==> config.mk <==
export PLATFORM = sky130hd
export DESIGN_NAME = display_scan_ctrl
export DESIGN_NICKNAME = d
export VERILOG_FILES = /design/src/rtl/display_scan_ctrl.sv
export SDC_FILE = /design/constraint.sdc
export NUM_CORES = 1
export LEC_CHECK = 0
export CORE_MARGIN = 2
export CORE_UTILIZATION = 46
export CTS_CLUSTER_SIZE = 16
export DETAILED_ROUTE_END_ITERATION = 16
export PLACE_DENSITY_LB_ADDON = 0.2
export SYNTH_ARGS = -nofsm -noshare
export SYNTH_HDL_FRONTEND = slang
export SYNTH_SLANG_ARGS = --single-unit
==> constraint.sdc <==
create_clock -name clk -period 2.5 [get_ports clk]
set_input_delay 0.5 -clock clk [delete_from_list [all_inputs] [get_ports clk]]
set_output_delay 0.5 -clock clk [all_outputs]
set_load 0.02 [all_outputs]
==> src/rtl/display_scan_ctrl.sv <==
// display_scan_ctrl
//   Scans N_DIG seven-segment digits onto one shared active-low segment bus.
//   All anodes are held off for DEAD_CYC clocks between digits to prevent ghosting.
//   New digit values arrive over a valid/ready handshake. They are copied into
//   the displayed set only when a frame wraps, so a frame never mixes old and new digits.
//   Optional feature macro: DISPLAY_DIMMING_EN adds i_bright, which PWM-gates the anodes.
module display_scan_ctrl #(
  parameter int N_DIG    = 4,
  parameter int DEAD_CYC = 4
) (
  input  logic               clk,
  input  logic               rst_n,
  input  logic               i_tick,
  input  logic               i_enable,
  input  logic [4*N_DIG-1:0] i_dig_data,
  input  logic [N_DIG-1:0]   i_dig_blank,
  input  logic               i_upd_valid,
  output logic               o_upd_ready,
  output logic [6:0]         o_seg,
  output logic [N_DIG-1:0]   o_an,
  output logic               o_frame_done
`ifdef DISPLAY_DIMMING_EN
  ,
  input  logic [3:0]         i_bright
`endif
);

  localparam int IW = (N_DIG > 1) ? $clog2(N_DIG) : 1;
  localparam logic [IW-1:0] LAST_IDX = IW'(N_DIG - 1);

  typedef enum logic [1:0] {S_IDLE, S_BLANK, S_DRIVE} state_t;

  state_t             r_state, w_state_nxt;
  logic [IW-1:0]      r_idx, w_idx_nxt;
  logic [7:0]         r_dead, w_dead_nxt;
  logic [4*N_DIG-1:0] r_act_data, r_pend_data;
  logic [N_DIG-1:0]   r_act_blank, r_pend_blank;
  logic               r_pend_flag;
  logic [6:0]         r_seg;
  logic [N_DIG-1:0]   r_an;
  logic               r_frame_done;

  logic               w_wrap;
  logic               w_xfer;
  logic               w_drive;
  logic               w_pwm_on;
  logic [3:0]         w_nib;
  logic [6:0]         w_seg_nxt;
  logic [N_DIG-1:0]   w_an_nxt;

  function automatic logic [6:0] f_decode(input logic [3:0] nib);
    case (nib)
      4'h0: f_decode = 7'h40;
      4'h1: f_decode = 7'h79;
      4'h2: f_decode = 7'h24;
      4'h3: f_decode = 7'h30;
      4'h4: f_decode = 7'h19;
      4'h5: f_decode = 7'h12;
      4'h6: f_decode = 7'h02;
      4'h7: f_decode = 7'h78;
      4'h8: f_decode = 7'h00;
      4'h9: f_decode = 7'h10;
      4'hA: f_decode = 7'h08;
      4'hB: f_decode = 7'h03;
      4'hC: f_decode = 7'h46;
      4'hD: f_decode = 7'h21;
      4'hE: f_decode = 7'h06;
      default: f_decode = 7'h0E;
    endcase
  endfunction

`ifdef DISPLAY_DIMMING_EN
  logic [3:0] r_pwm_cnt;

  // Free-running PWM phase counter for anode dimming
  always_ff @(posedge clk or negedge rst_n) begin
    if (!rst_n) r_pwm_cnt <= 4'd0;
    else        r_pwm_cnt <= r_pwm_cnt + 4'd1;
  end

  assign w_pwm_on = (r_pwm_cnt < i_bright);
`else
  assign w_pwm_on = 1'b1;
`endif

  // Next state: enable low forces IDLE; a tick in DRIVE advances or wraps the digit
  always_comb begin
    w_state_nxt = r_state;
    w_idx_nxt   = r_idx;
    w_dead_nxt  = r_dead;
    w_wrap      = 1'b0;
    if (!i_enable) begin
      w_state_nxt = S_IDLE;
      w_idx_nxt   = '0;
    end else begin
      case (r_state)
        S_IDLE: begin
          if (i_tick) begin
            w_state_nxt = S_BLANK;
            w_dead_nxt  = 8'(DEAD_CYC);
          end
        end
        S_BLANK: begin
          if (r_dead <= 8'd1) w_state_nxt = S_DRIVE;
          else                w_dead_nxt  = r_dead - 8'd1;
        end
        S_DRIVE: begin
          if (i_tick) begin
            w_state_nxt = S_BLANK;
            w_dead_nxt  = 8'(DEAD_CYC);
            if (r_idx == LAST_IDX) begin
              w_idx_nxt = '0;
              w_wrap    = 1'b1;
            end else begin
              w_idx_nxt = r_idx + 1'b1;
            end
          end
        end
        default: begin
          w_state_nxt = S_IDLE;
          w_idx_nxt   = '0;
        end
      endcase
    end
  end

  // Pin values for the next cycle, derived from the current state
  always_comb begin
    w_drive   = i_enable && (r_state == S_DRIVE);
    w_nib     = r_act_data[{r_idx, 2'b00} +: 4];
    w_seg_nxt = 7'h7F;
    w_an_nxt  = '1;
    if (w_drive) begin
      w_seg_nxt = r_act_blank[r_idx] ? 7'h7F : f_decode(w_nib);
      if (w_pwm_on) w_an_nxt[r_idx] = 1'b0;
    end
  end

  assign w_xfer = i_upd_valid && !r_pend_flag;

  // FSM state, digit index and dead-time counter
  always_ff @(posedge clk or negedge rst_n) begin
    if (!rst_n) begin
      r_state <= S_IDLE;
      r_idx   <= '0;
      r_dead  <= 8'd0;
    end else begin
      r_state <= w_state_nxt;
      r_idx   <= w_idx_nxt;
      r_dead  <= w_dead_nxt;
    end
  end

  // Registered display pins and frame boundary pulse
  always_ff @(posedge clk or negedge rst_n) begin
    if (!rst_n) begin
      r_seg        <= 7'h7F;
      r_an         <= '1;
      r_frame_done <= 1'b0;
    end else begin
      r_seg        <= w_seg_nxt;
      r_an         <= w_an_nxt;
      r_frame_done <= w_wrap;
    end
  end

  // Pending slot capture and frame-boundary copy. A capture and a copy never
  // coincide, because the slot only accepts data while the flag is clear.
  always_ff @(posedge clk or negedge rst_n) begin
    if (!rst_n) begin
      r_pend_flag  <= 1'b0;
      r_pend_data  <= '0;
      r_pend_blank <= '1;
      r_act_data   <= '0;
      r_act_blank  <= '1;
    end else if (w_xfer) begin
      r_pend_flag  <= 1'b1;
      r_pend_data  <= i_dig_data;
      r_pend_blank <= i_dig_blank;
    end else if (w_wrap && r_pend_flag) begin
      r_pend_flag  <= 1'b0;
      r_act_data   <= r_pend_data;
      r_act_blank  <= r_pend_blank;
    end
  end

  assign o_upd_ready  = ~r_pend_flag;
  assign o_seg        = r_seg;
  assign o_an         = r_an;
  assign o_frame_done = r_frame_done;

endmodule
==> results of run 1 <==
-- logic make-up after synthesis --
| logic type | synth area share |
|---|---|
| XOR/XNOR | 0.002970 |
| adder cells (fa/ha/maj) | 0.05091 |
| buffers and inverters | 0.02800 |
| AO/OA/AOI/OAI | 0.06491 |
| multiplexers | 0.2092 |
| AND/OR/NAND/NOR | 0.08443 |
| flip-flops | 0.5596 |
-- synthesized netlist by cell type (all sizes together) (3+ instances only) --
cell	count
inv	10
buf	6
o221ai	4
o31ai	3
nand2b	4
or2	4
nand3	4
o21ai	6
nor2b	4
nand2	11
o21a	3
dfstp	19
mux4	6
mux2	41
ha	12
and3b	3
a21oi	6
dfrtp	46
-- cell type report --
class,instances,share of cell area
clock buffer,11,0.03847
clock inverter,5,0.02792
inverter,10,0.01021
multi-input combinational,133,0.3316
sequential,65,0.4491
tap,77,0.02622
timing repair buffer,42,0.1164
-- sequential cells by signal, summed over array words and instances, names as in the netlist --
| register | count |
|---|---|
| o_an | 4 |
| o_frame_done | 1 |
| o_seg | 7 |
| r_act_blank | 4 |
| r_act_data | 16 |
| r_dead | 8 |
| r_idx | 2 |
| r_pend_blank | 4 |
| r_pend_data | 16 |
| r_pend_flag | 1 |
| r_state | 2 |
-- power groups by stage --
| stage | sequential (mW) | clock (mW) | combinational, mW |
|---|---|---|---|
| after detailed placement | 1.25 | 0 | 0.320 |
| after global routing | 1.25 | 1.16 | 0.360 |
| after global placement | 1.25 | 0 | 0.310 |
| after floorplan | 1.23 | 0 | 0.211 |
| final | 1.23 | 1.07 | 0.317 |
| after CTS | 1.23 | 1.10 | 0.323 |
-- per-stage QoR --
stage / worst slack (ns) / total power [mW] / utilization / hold WS (ns) / cells
finish: 0.3622 / 2.621 / 0.5854 / 0.1726 / 343
global route: 0.2196 / 2.775 / 0.5854 / 0.1918 / 343
CTS: 0.3288 / 2.656 / 0.5854 / 0.1698 / 343
detailed placement: 0.2039 / 1.570 / 0.5465 / 0.4935 / 327
global placement: 0.2617 / 1.555 / 0.5465 / 0.4840 / 327
floorplan: 0.4917 / 1.441 / - / 0.2044 / 215
-- how the worst max path moves through the flow --
stage	startpoint	slack [ns]	end
after CTS	r_idx[0]$_DFFE_PN0P_	0.33	o_seg[3]$_DFF_PN1_
after detailed placement	i_enable	0.20	r_dead[5]$_DFFE_PN0P_
after global routing	r_idx[0]$_DFFE_PN0P_	0.22	o_seg[3]$_DFF_PN1_
after global placement	i_enable	0.26	r_dead[5]$_DFFE_PN0P_
final	r_idx[0]$_DFFE_PN0P_	0.36	o_seg[3]$_DFF_PN1_
after floorplan	r_idx[0]$_DFFE_PN0P_	0.49	o_seg[3]$_DFF_PN1_
-- per-layer routing --
metal	GRT usage	vias up	share of wire
li1	-	865	-
met1	0.2086	879	0.48
met2	0.2511	29	0.47
met3	0.05045	9	0.037
met4	0.06305	0	0.020
met5	0	-	0
-- worst register-to-register path, cell delays in order, from the launching register on --
cell	delay, ns
dfrtp_1	0.50
mux4_2	0.63
inv_1	0.14
ha_1	0.15
inv_1	0.05
mux4_2	0.44
nand2b_1	0.15
-- cells in the final DEF (no fill, tap or decap), drive strengths merged, types with 6 or more instances in the layout --
| cell | count |
|---|---|
| a21oi | 6 |
| buf | 6 |
| clkbuf | 11 |
| clkdlybuf4s50 | 36 |
| dfrtp | 46 |
| dfstp | 19 |
| ha | 12 |
| inv | 10 |
| mux2 | 41 |
| mux4 | 6 |
| nand2 | 11 |
| o21ai | 6 |
==> results.md, run 1 <==
- Outcome: finished clean
- Antenna-violating nets left: 0
- Worst-Margin Slew: 0.5936 ns
- Buf/Inv on CP: 2
- Die Y: 84.07 um
- Post-Route WL: 5007 um
- Cell Area, Synth: 2949 um2
- Post-CTS Hold Buffers: 0
- Ratio of final minimum period to clock period: 0.8551
- Hold crit path type: primary input to asynchronous set/reset pin
- CTS clk-pin slew, worst paths: 0.07 ns
- EDFF count, synth: 0
- Antenna violations before repair: 0
- Crit Path Max Fanout: 6
- Post-route cell area: 3675 um2
- Largest stage delay on the critical path: 0.63 ns
- Setup TNS: 0 ns
- Die Wd: 84.07 um
- H-Tree Depth: 3
- Vias in the first global route: 1,876
- Gpl congestion: 0.8609
- R2r endpoint: o_seg[3]$_DFF_PN1_
- Starting DRC count in detailed routing: 41
- Seq pwr share: 0.470
- Post-CTS Setup Bufs: 0
- RSZ-0062 raised after global routing: no
- Fin Clk Skew: 0.008369 ns
- # port buffers: 37
- Post-detail-place hpwl: 3436 um
- Post-CTS sizing: 0
- Largest cells by area after synthesis: dfrtp_1 39%, dfstp_2 17%, mux2_2 16%
- Sink Count: 65
- Post-DR wirelength/cell: 14.60 um
- Synth top area share: 0.3903
- GRT Residual Overflow: 0
- Initial Util: 0.4698
- Top_reg_cell synth: dfrtp_1
- Mapped Cells: 215
- Peak VDD IR: 0.3534 mV
- Multi-input logic area: 1219 um2
- Setup crit start kind: flip-flop
- Nets@finish: 298
- Largest net degree at the start of global routing: 66
- R2r setup slk: 0.36 ns
- Delay-heaviest family, CP: multiplexers
- DRC errors left: 0
- Reg2reg start: r_idx[0]$_DFFE_PN0P_
- Syn-to-layout area delta: 24.61%
- Leak: 1.581 nW
- CTS Root Cell: clkbuf_8
- Net switching power: 0.6206 mW
- Clock Power Share: 0.409
- Tmin final: 2.138 ns
- Worst slew margin: 0.6009
- Post-synthesis sequential area ratio: 0.5596
- Vias/cell: 5.195
- Maximum clock path buffer count: 2
- Share of layout cells above drive strength 1: 0.3496
- Hold Fails Final Rpt: 0
- Sw frac: 0.2368
- Area after DPL: 3431 um2
- I/O Pins: 38
- Netlist cell types: 40
- FF/Latch Area: 1650 um2
- Synth async-reset ratio: 1.000
- Critical path data arrival time: 2.39 ns
- Critical-path top delay cell: mux4_2
- First-pass GRT wire length: 8873 um
- Worst path cell trace: mux4_2, inv_1, ha_1, inv_1, mux4_2, nand2b_1
- Mean Syn Cell Area: 13.72 um2
- Crit. End Element: flip-flop
- Vias: 1,782
- Diode count: 0
- Critical path class: flip-flop to flip-flop
- Combinational share of power: 0.121
- Slew Viols, Final: 0
- Worst path depth: 6
- Syn Nets: 252
- CTS tree: yes
- Clock Latency Late Sink: 0.34 ns
- Fillers: 499
- #FFs+latches synth: 65
- Data required, critical path: 2.75 ns
- Gr usage total: 0.1605
- Pint: 2.001 mW
- CTS Buf Count: 9
- Setup-failing EPs final: 0
- Num rows: 29
- Synthesis Warnings: 0
- Max-cap violations: 0
- Core Area: 6277 um2
- Drt pass-1 iters: 4
- Full die area: 7068 um2
- FF-to-FF path depth: 6
- Fmax: 0.4678 GHz
- Yosys top cell by area: dfrtp_1
- Pwr/cell area: 713.3 nW/um2
No activity file was read; power rests on OpenSTA's default activity.
==> run 2: changes to the inputs <==
- CORE_MARGIN: 2 -> default
==> run 2 against run 1 <==
Against the previous run: utilization rose by 1.7 points; global-route usage rose by 1.4 points; clock power fell by 10%; sequential power barely moved; clock-buffer cell count rose by 3; maximum frequency rose by 0.51%; sequential cell count did not move; hold slack improved by 0.0049 ns; clock skew rose by 0.0018 ns; combinational power barely moved; non-clock buffer count rose by 1; highest routed layer unchanged.
==> results.md, run 2 (synthesis results as in run 1) <==
- Outcome: finished clean
- Data required, critical path: 2.76 ns (about the same)
- Crit. End Element: flip-flop
- Dpl cells: 326 (-0.31%)
- Diode count: 0 (unchanged)
- Post-DR wirelength/cell: 14.48 um (-0.81%)
- Sw frac: 0.2503 (+0.01355)
- RSZ-0062 raised after global routing: no
- GRT Residual Overflow: 0 (unchanged)
- Die Wd: 82.07 um (-2.4%)
- Worst slew margin: 0.5684 (-0.03255)
- Syn-to-layout area delta: 23.89%
- Pint: 1.882 mW (-5.9%)
- Setup crit start kind: flip-flop
- Total power: 2.510 mW (-4.2%)
- Nets@finish: 299 (+0.34%)
- Core Area: 6061 um2 (-3.4%)
- Hold Fails Final Rpt: 0 (unchanged)
- Post-layout util: 0.6028 (+0.01740)
- Drt pass-1 iters: 4 (unchanged)
- Antenna violations before repair: 0 (unchanged)
- Critical path class: flip-flop to flip-flop
- Commonest non-fill, non-tap cell in the layout: dfrtp_1
- Fmax: 0.4701 GHz (+0.51%)
- Starting DRC count in detailed routing: 39 (-4.9%)
- Leak: 1.580 nW (about the same)
- Maximum clock path buffer count: 2 (unchanged)
- DRC errors left: 0 (unchanged)
- R2r endpoint: o_seg[3]$_DFF_PN1_
- H-Tree Depth: 3 (unchanged)
- Largest stage delay on the critical path: 0.62 ns (about the same)
- Setup ws final: 0.3730 ns (+0.01078 ns)
- Post-route cell area: 3654 um2 (-0.58%)
- Seq pwr share: 0.489 (+0.019)
- Sink Count: 65 (unchanged)
- Net switching power: 0.6284 mW (+1.2%)
- CTS clk-pin slew, worst paths: 0.07 ns (about the same)
- Largest net degree at the start of global routing: 39 (-41%)
- Post-Route WL: 4952 um (-1.1%)
- Vias/cell: 5.295 (+1.9%)
- CTS tree: yes
- First-pass GRT wire length: 8355 um (-5.8%)
- Area after DPL: 3436 um2 (+0.15%)
- # port buffers: 37 (unchanged)
- Vias: 1,811 (+1.6%)
- Biggest regs: r_act_data: 16 flops, r_pend_data: 16 flops, r_dead: 8 flops
- R2r setup slk: 0.37 ns (about the same)
- Initial Util: 0.4866 (+0.01678)
- Worst path cell trace: mux4_2, inv_1, ha_1, inv_1, mux4_2, nand2b_1
- FF-to-FF path depth: 6 (unchanged)
- Ratio of final minimum period to clock period: 0.8508 (-0.004314)
- Crit. Startpoint: r_idx[0]$_DFFE_PN0P_
- Tmin final: 2.127 ns (-0.01078 ns)
- Full die area: 6735 um2 (-4.7%)
- Gr usage total: 0.1748 (+0.01427)
- Post-CTS Hold Buffers: 0 (unchanged)
- Setup-failing EPs final: 0 (unchanged)
- CTS Buf Count: 9 (unchanged)
- CTS Root Cell: clkbuf_8
- Hold crit path type: primary input to asynchronous set/reset pin
- Pwr/cell area: 687.1 nW/um2 (-3.7%)
- Slew Viols, Final: 0 (unchanged)
- Share of layout cells above drive strength 1: 0.3521 (+0.002436)
- Clock Power Share: 0.384 (-0.025)
- Gpl congestion: 0.7435 (-14%)
- Post-detail-place hpwl: 3563 um (+3.7%)
- Finished Layout Cells: 342 (-0.29%)
- Pre-CTS setup slack: 0.2117 ns (+0.007779 ns)
- Peak VDD IR: 0.4494 mV (+27%)
- Combinational share of power: 0.127 (+0.006)
- Antenna-violating nets left: 0 (unchanged)
- Crit Path Max Fanout: 6 (unchanged)
- Num rows: 28 (-3.4%)
- Critical path data arrival time: 2.39 ns (about the same)
- I/O Pins: 38 (unchanged)
- Post-CTS sizing: 0 (unchanged)
- Die Y: 82.07 um (-2.4%)
- Vias in the first global route: 1,750 (-6.7%)
- Reg2reg start: r_idx[0]$_DFFE_PN0P_
- Fin Clk Skew: 0.01015 ns (+0.001779 ns)
- Critical-path top delay cell: mux4_2
- Worst-Margin Slew: 0.6475 ns (+0.05390 ns)
- Hold slack: 0.1775 ns (+0.004909 ns)
- Most frequent cells in the layout: 46 x dfrtp_1, 41 x mux2_2, 36 x clkdlybuf4s50_1
- Post-CTS Setup Bufs: 0 (unchanged)
- Setup TNS: 0 ns (unchanged)
- Clock Latency Late Sink: 0.35 ns (about the same)
- Max-cap violations: 0 (unchanged)
-- run 2: changes by cell type in the layout (fill, tap and decap cells not counted), sizes merged --
cell | before | now
clkinvlp | 1 | 0
clkbuf | 11 | 14
bufinv | 3 | 1
buf | 6 | 7
-- run 2: layout make-up --
cell class	instances	area [um2]
fill	496	2407
timing repair buffer	43	435.4
clock inverter	2	35.03
tap	75	93.84
inverter	10	37.54
multi-input combinational	133	1219
sequential	65	1650
clock buffer	14	182.7
-- run 2: how the worst max path moves through the flow --
stage,end,slack (ns),cells past startpoint
after floorplan,o_seg[3]$_DFF_PN1_,0.49,7
after global placement,r_act_data[6]$_DFFE_PN0P_,0.25,6
after detailed placement,r_dead[5]$_DFFE_PN0P_,0.21,5
after CTS,o_seg[3]$_DFF_PN1_,0.34,6
after global routing,o_seg[3]$_DFF_PN1_,0.26,6
final,o_seg[3]$_DFF_PN1_,0.37,6
-- run 2: critical path, delay by kind of cell (launching register included) --
kind,cells,cell delay [ns]
buffers and inverters,2,0.18
muxes,2,1.06
and+or+nand+nor,1,0.15
adders and majority gates,1,0.14
DFF,1,0.52
-- run 2: power by group through the flow --
stage / clock, mW / combinational, mW / sequential (mW)
after global placement: 0 / 0.310 / 1.25
after global routing: 1.03 / 0.359 / 1.24
after floorplan: 0 / 0.211 / 1.23
after CTS: 0.986 / 0.323 / 1.23
final: 0.963 / 0.318 / 1.23
after detailed placement: 0 / 0.321 / 1.25
-- run 2: routing by layer --
metal | part of all wire | GRT usage | up-vias | wire (um)
met1 | 0.48 | 0.2175 | 901 | 2353
li1 | - | - | 866 | -
met3 | 0.035 | 0.04111 | 12 | 174
met2 | 0.47 | 0.2711 | 32 | 2304
met4 | 0.024 | 0.1140 | 0 | 119
met5 | 0 | 0 | - | 0
==> run 3: changes to the inputs <==
- ABC_AREA: default -> 1
==> run 3 against run 2 <==
Against the previous run: largest power group unchanged; final cell count rose by 36%; register-to-register slack improved by 0.27 ns; critical path depth fell by 4; non-clock buffer count fell by 3; global-route usage barely moved; clock skew fell by 0.0013 ns; critical endpoint is now o_upd_ready; clock power fell by 17%; sequential cell count did not move.
==> results.md, run 3 <==
- Most common cell in the netlist: nand2_1
- Post-DR wirelength/cell: 11.87 um (-18%)
- Crit. Startpoint: r_pend_flag$_DFFE_PN0P_
- Drt pass-1 iters: 4 (unchanged)
- CTS clk-pin slew, worst paths: 0.07 ns (about the same)
- Netlist cell types: 24 (-40%)
- Gr usage total: 0.1750 (+0.0002330)
- Fmax: 0.4651 GHz (-1.1%)
- Yosys top cell by area: dfrtp_1
- Antenna violations before repair: 0 (unchanged)
- Hold crit path type: primary input to asynchronous set/reset pin
- Sink Count: 65 (unchanged)
- Biggest regs: r_act_data: 16 flops, r_pend_data: 16 flops, r_dead: 8 flops
- Largest net degree at the start of global routing: 38 (-2.6%)
- Crit Path Max Fanout: 15 (+9)
- First-pass GRT wire length: 9770 um (+17%)
- Worst slew margin: 0.5538 (-0.01461)
- Post-CTS Setup Bufs: 0 (unchanged)
- # port buffers: 37 (unchanged)
- Clock Latency Late Sink: 0.33 ns (-0.02 ns)
- Max-cap violations: 0 (unchanged)
- GRT Residual Overflow: 0 (unchanged)
- Vias: 2,313 (+28%)
- Hold Fails Final Rpt: 0 (unchanged)
- Vias in the first global route: 2,184 (+25%)
- Nets@finish: 421 (+41%)
- Tmin final: 2.150 ns (+0.02297 ns)
- Top_reg_cell synth: dfrtp_1
- Mapped Cells: 343 (+60%)
- I/O Pins: 38 (unchanged)
- Post-CTS Hold Buffers: 0 (unchanged)
- Post-synthesis sequential area ratio: 0.5364 (-0.02321)
- Vias/cell: 4.964 (-6.3%)
- Dpl cells: 450 (+38%)
- Synth top area share: 0.3741 (-0.01619)
- Outcome: finished clean
- Synth top cells by count: 99 x nand2_1, 46 x dfrtp_1, 45 x nand3_1
- Syn Nets: 380 (+51%)
- Post-CTS sizing: 0 (unchanged)
- Largest cells by area after synthesis: dfrtp_1 37%, dfstp_2 16%, nand2_1 12%
- Data required, critical path: 2.00 ns (-0.76 ns)
- Reg2reg start: r_idx[1]$_DFFE_PN0P_
- Core Area: 6386 um2 (+5.4%)
- Diode count: 0 (unchanged)
- Finished Layout Cells: 466 (+36%)
- Full die area: 7020 um2 (+4.2%)
- Setup TNS: 0 ns (unchanged)
- Setup ws final: 0.3500 ns (-0.02297 ns)
- CTS Root Cell: clkbuf_8
- Pre-CTS setup slack: 0.3013 ns (+0.08962 ns)
- Synthesis Warnings: 0 (unchanged)
- Worst path cell trace: inv_1, clkdlybuf4s50_1
- Critical path data arrival time: 1.65 ns (-0.74 ns)
- Maximum clock path buffer count: 2 (unchanged)
- Die Wd: 83.79 um (+2.1%)
- Setup-failing EPs final: 0 (unchanged)
- Largest stage delay on the critical path: 0.64 ns (+0.02 ns)
- Worst-Margin Slew: 0.6694 ns (+0.02191 ns)
- EDFF count, synth: 0 (unchanged)
- Initial Util: 0.4818 (-0.004802)
- H-Tree Depth: 3 (unchanged)
- Cell Area, Synth: 3077 um2 (+4.3%)
- Pwr/cell area: 703.0 nW/um2 (+2.3%)
- Most frequent cells in the layout: 99 x nand2_1, 46 x dfrtp_1, 45 x nand3_1
- Leak: 1.790 nW (+13%)
- Total power: 2.594 mW (+3.3%)
- #FFs+latches synth: 65 (unchanged)
- Setup crit start kind: flip-flop
- Critical-path top delay cell: dfrtp_1
- Post-detail-place hpwl: 3913 um (+9.8%)
- Synth async-reset ratio: 1.000 (unchanged)
- Starting DRC count in detailed routing: 99 (+150%)
- Crit. End Element: output pin
- Gpl congestion: 0.8280 (+11%)
- Num rows: 29 (+3.6%)
- Ratio of final minimum period to clock period: 0.8600 (+0.009190)
- R2r setup slk: 0.64 ns (+0.27 ns)
- Slew Viols, Final: 0 (unchanged)
- R2r endpoint: o_seg[0]$_DFF_PN1_
- Mean Syn Cell Area: 8.970 um2 (-35%)
- CTS Buf Count: 9 (unchanged)
- Peak VDD IR: 0.4703 mV (+4.7%)
- DRC errors left: 0 (unchanged)
- Critical path class: flip-flop to output pin
- FF-to-FF path depth: 9 (+3)
- Commonest non-fill, non-tap cell in the layout: nand2_1
- CTS tree: yes
- Share of layout cells above drive strength 1: 0.1465 (-0.2055)
- Fin Clk Skew: 0.008860 ns (-0.001288 ns)
- Syn-to-layout area delta: 19.93%
- RSZ-0062 raised after global routing: no
- Antenna-violating nets left: 0 (unchanged)
- Die Y: 83.79 um (+2.1%)
- Post-Route WL: 5533 um (+12%)
- Fillers: 603 (+22%)
## run 3: worst max path at each step
stage	end	slack (ns)	cells past startpoint
2_1_floorplan	o_seg[5]$_DFF_PN1_	0.93	10
3_3_place_gp	r_act_data[10]$_DFFE_PN0P_	0.40	8
6_report	o_upd_ready	0.35	2
4_1_cts	o_upd_ready	0.33	2
5_1_grt	o_upd_ready	0.26	2
3_5_place_dp	r_act_data[11]$_DFFE_PN0P_	0.30	8
## run 3: power by group
part / switching, mW / total [mW] / leakage (nW) / internal [mW]
clock: 0.390 / 0.802 / 0.0894 / 0.412
combinational: 0.334 / 0.543 / 0.912 / 0.210
sequential: 0.0835 / 1.25 / 0.788 / 1.17
total: 0.807 / 2.59 / 1.79 / 1.79
## run 3: final cells by class
type / instances / area (um2) / area share
tap: 77 / 96.34 / 0.02611
clock buffer: 13 / 158.9 / 0.04307
multi-input combinational: 238 / 1254 / 0.3398
sequential: 65 / 1650 / 0.4473
timing repair buffer: 40 / 400.4 / 0.1085
clock inverter: 3 / 17.52 / 0.004747
inverter: 30 / 112.6 / 0.03052
## run 3: metrics by stage
step	cell area, um2	util	hold WS, ns
after floorplan	3077	-	0.2044
after global placement	3513	0.5502	0.4554
after detailed placement	3513	0.5502	0.4583
after CTS	3690	0.5778	0.2141
after global routing	3690	0.5778	0.2352
final	3690	0.5778	0.1970
## run 3: kinds of logic (layout without fill, tap and decap cells)
logic type	after synthesis	after routing	synth area share
DFF	65	65	0.5364
buffers and inverters	40	86	0.05612
muxes	12	12	0.04392
xor gates and xnor gates	1	1	0.002847
AOI/OAI and AO/OA	35	35	0.05856
adders and majority gates	12	12	0.04880
and+or+nand+nor	178	178	0.2534
## run 3: layer usage
layer / GRT usage / wire [um]
met4: 0.08012 / 89
met2: 0.2690 / 2636
met5: 0 / 0
met3: 0.03956 / 186
met1: 0.2369 / 2622
## run 3: critical path, delay by kind of cell (launching register included)
| family | cells | cell delay (ns) |
|---|---|---|
| flip-flops | 1 | 0.64 |
| buffers and inverters | 2 | 0.69 |
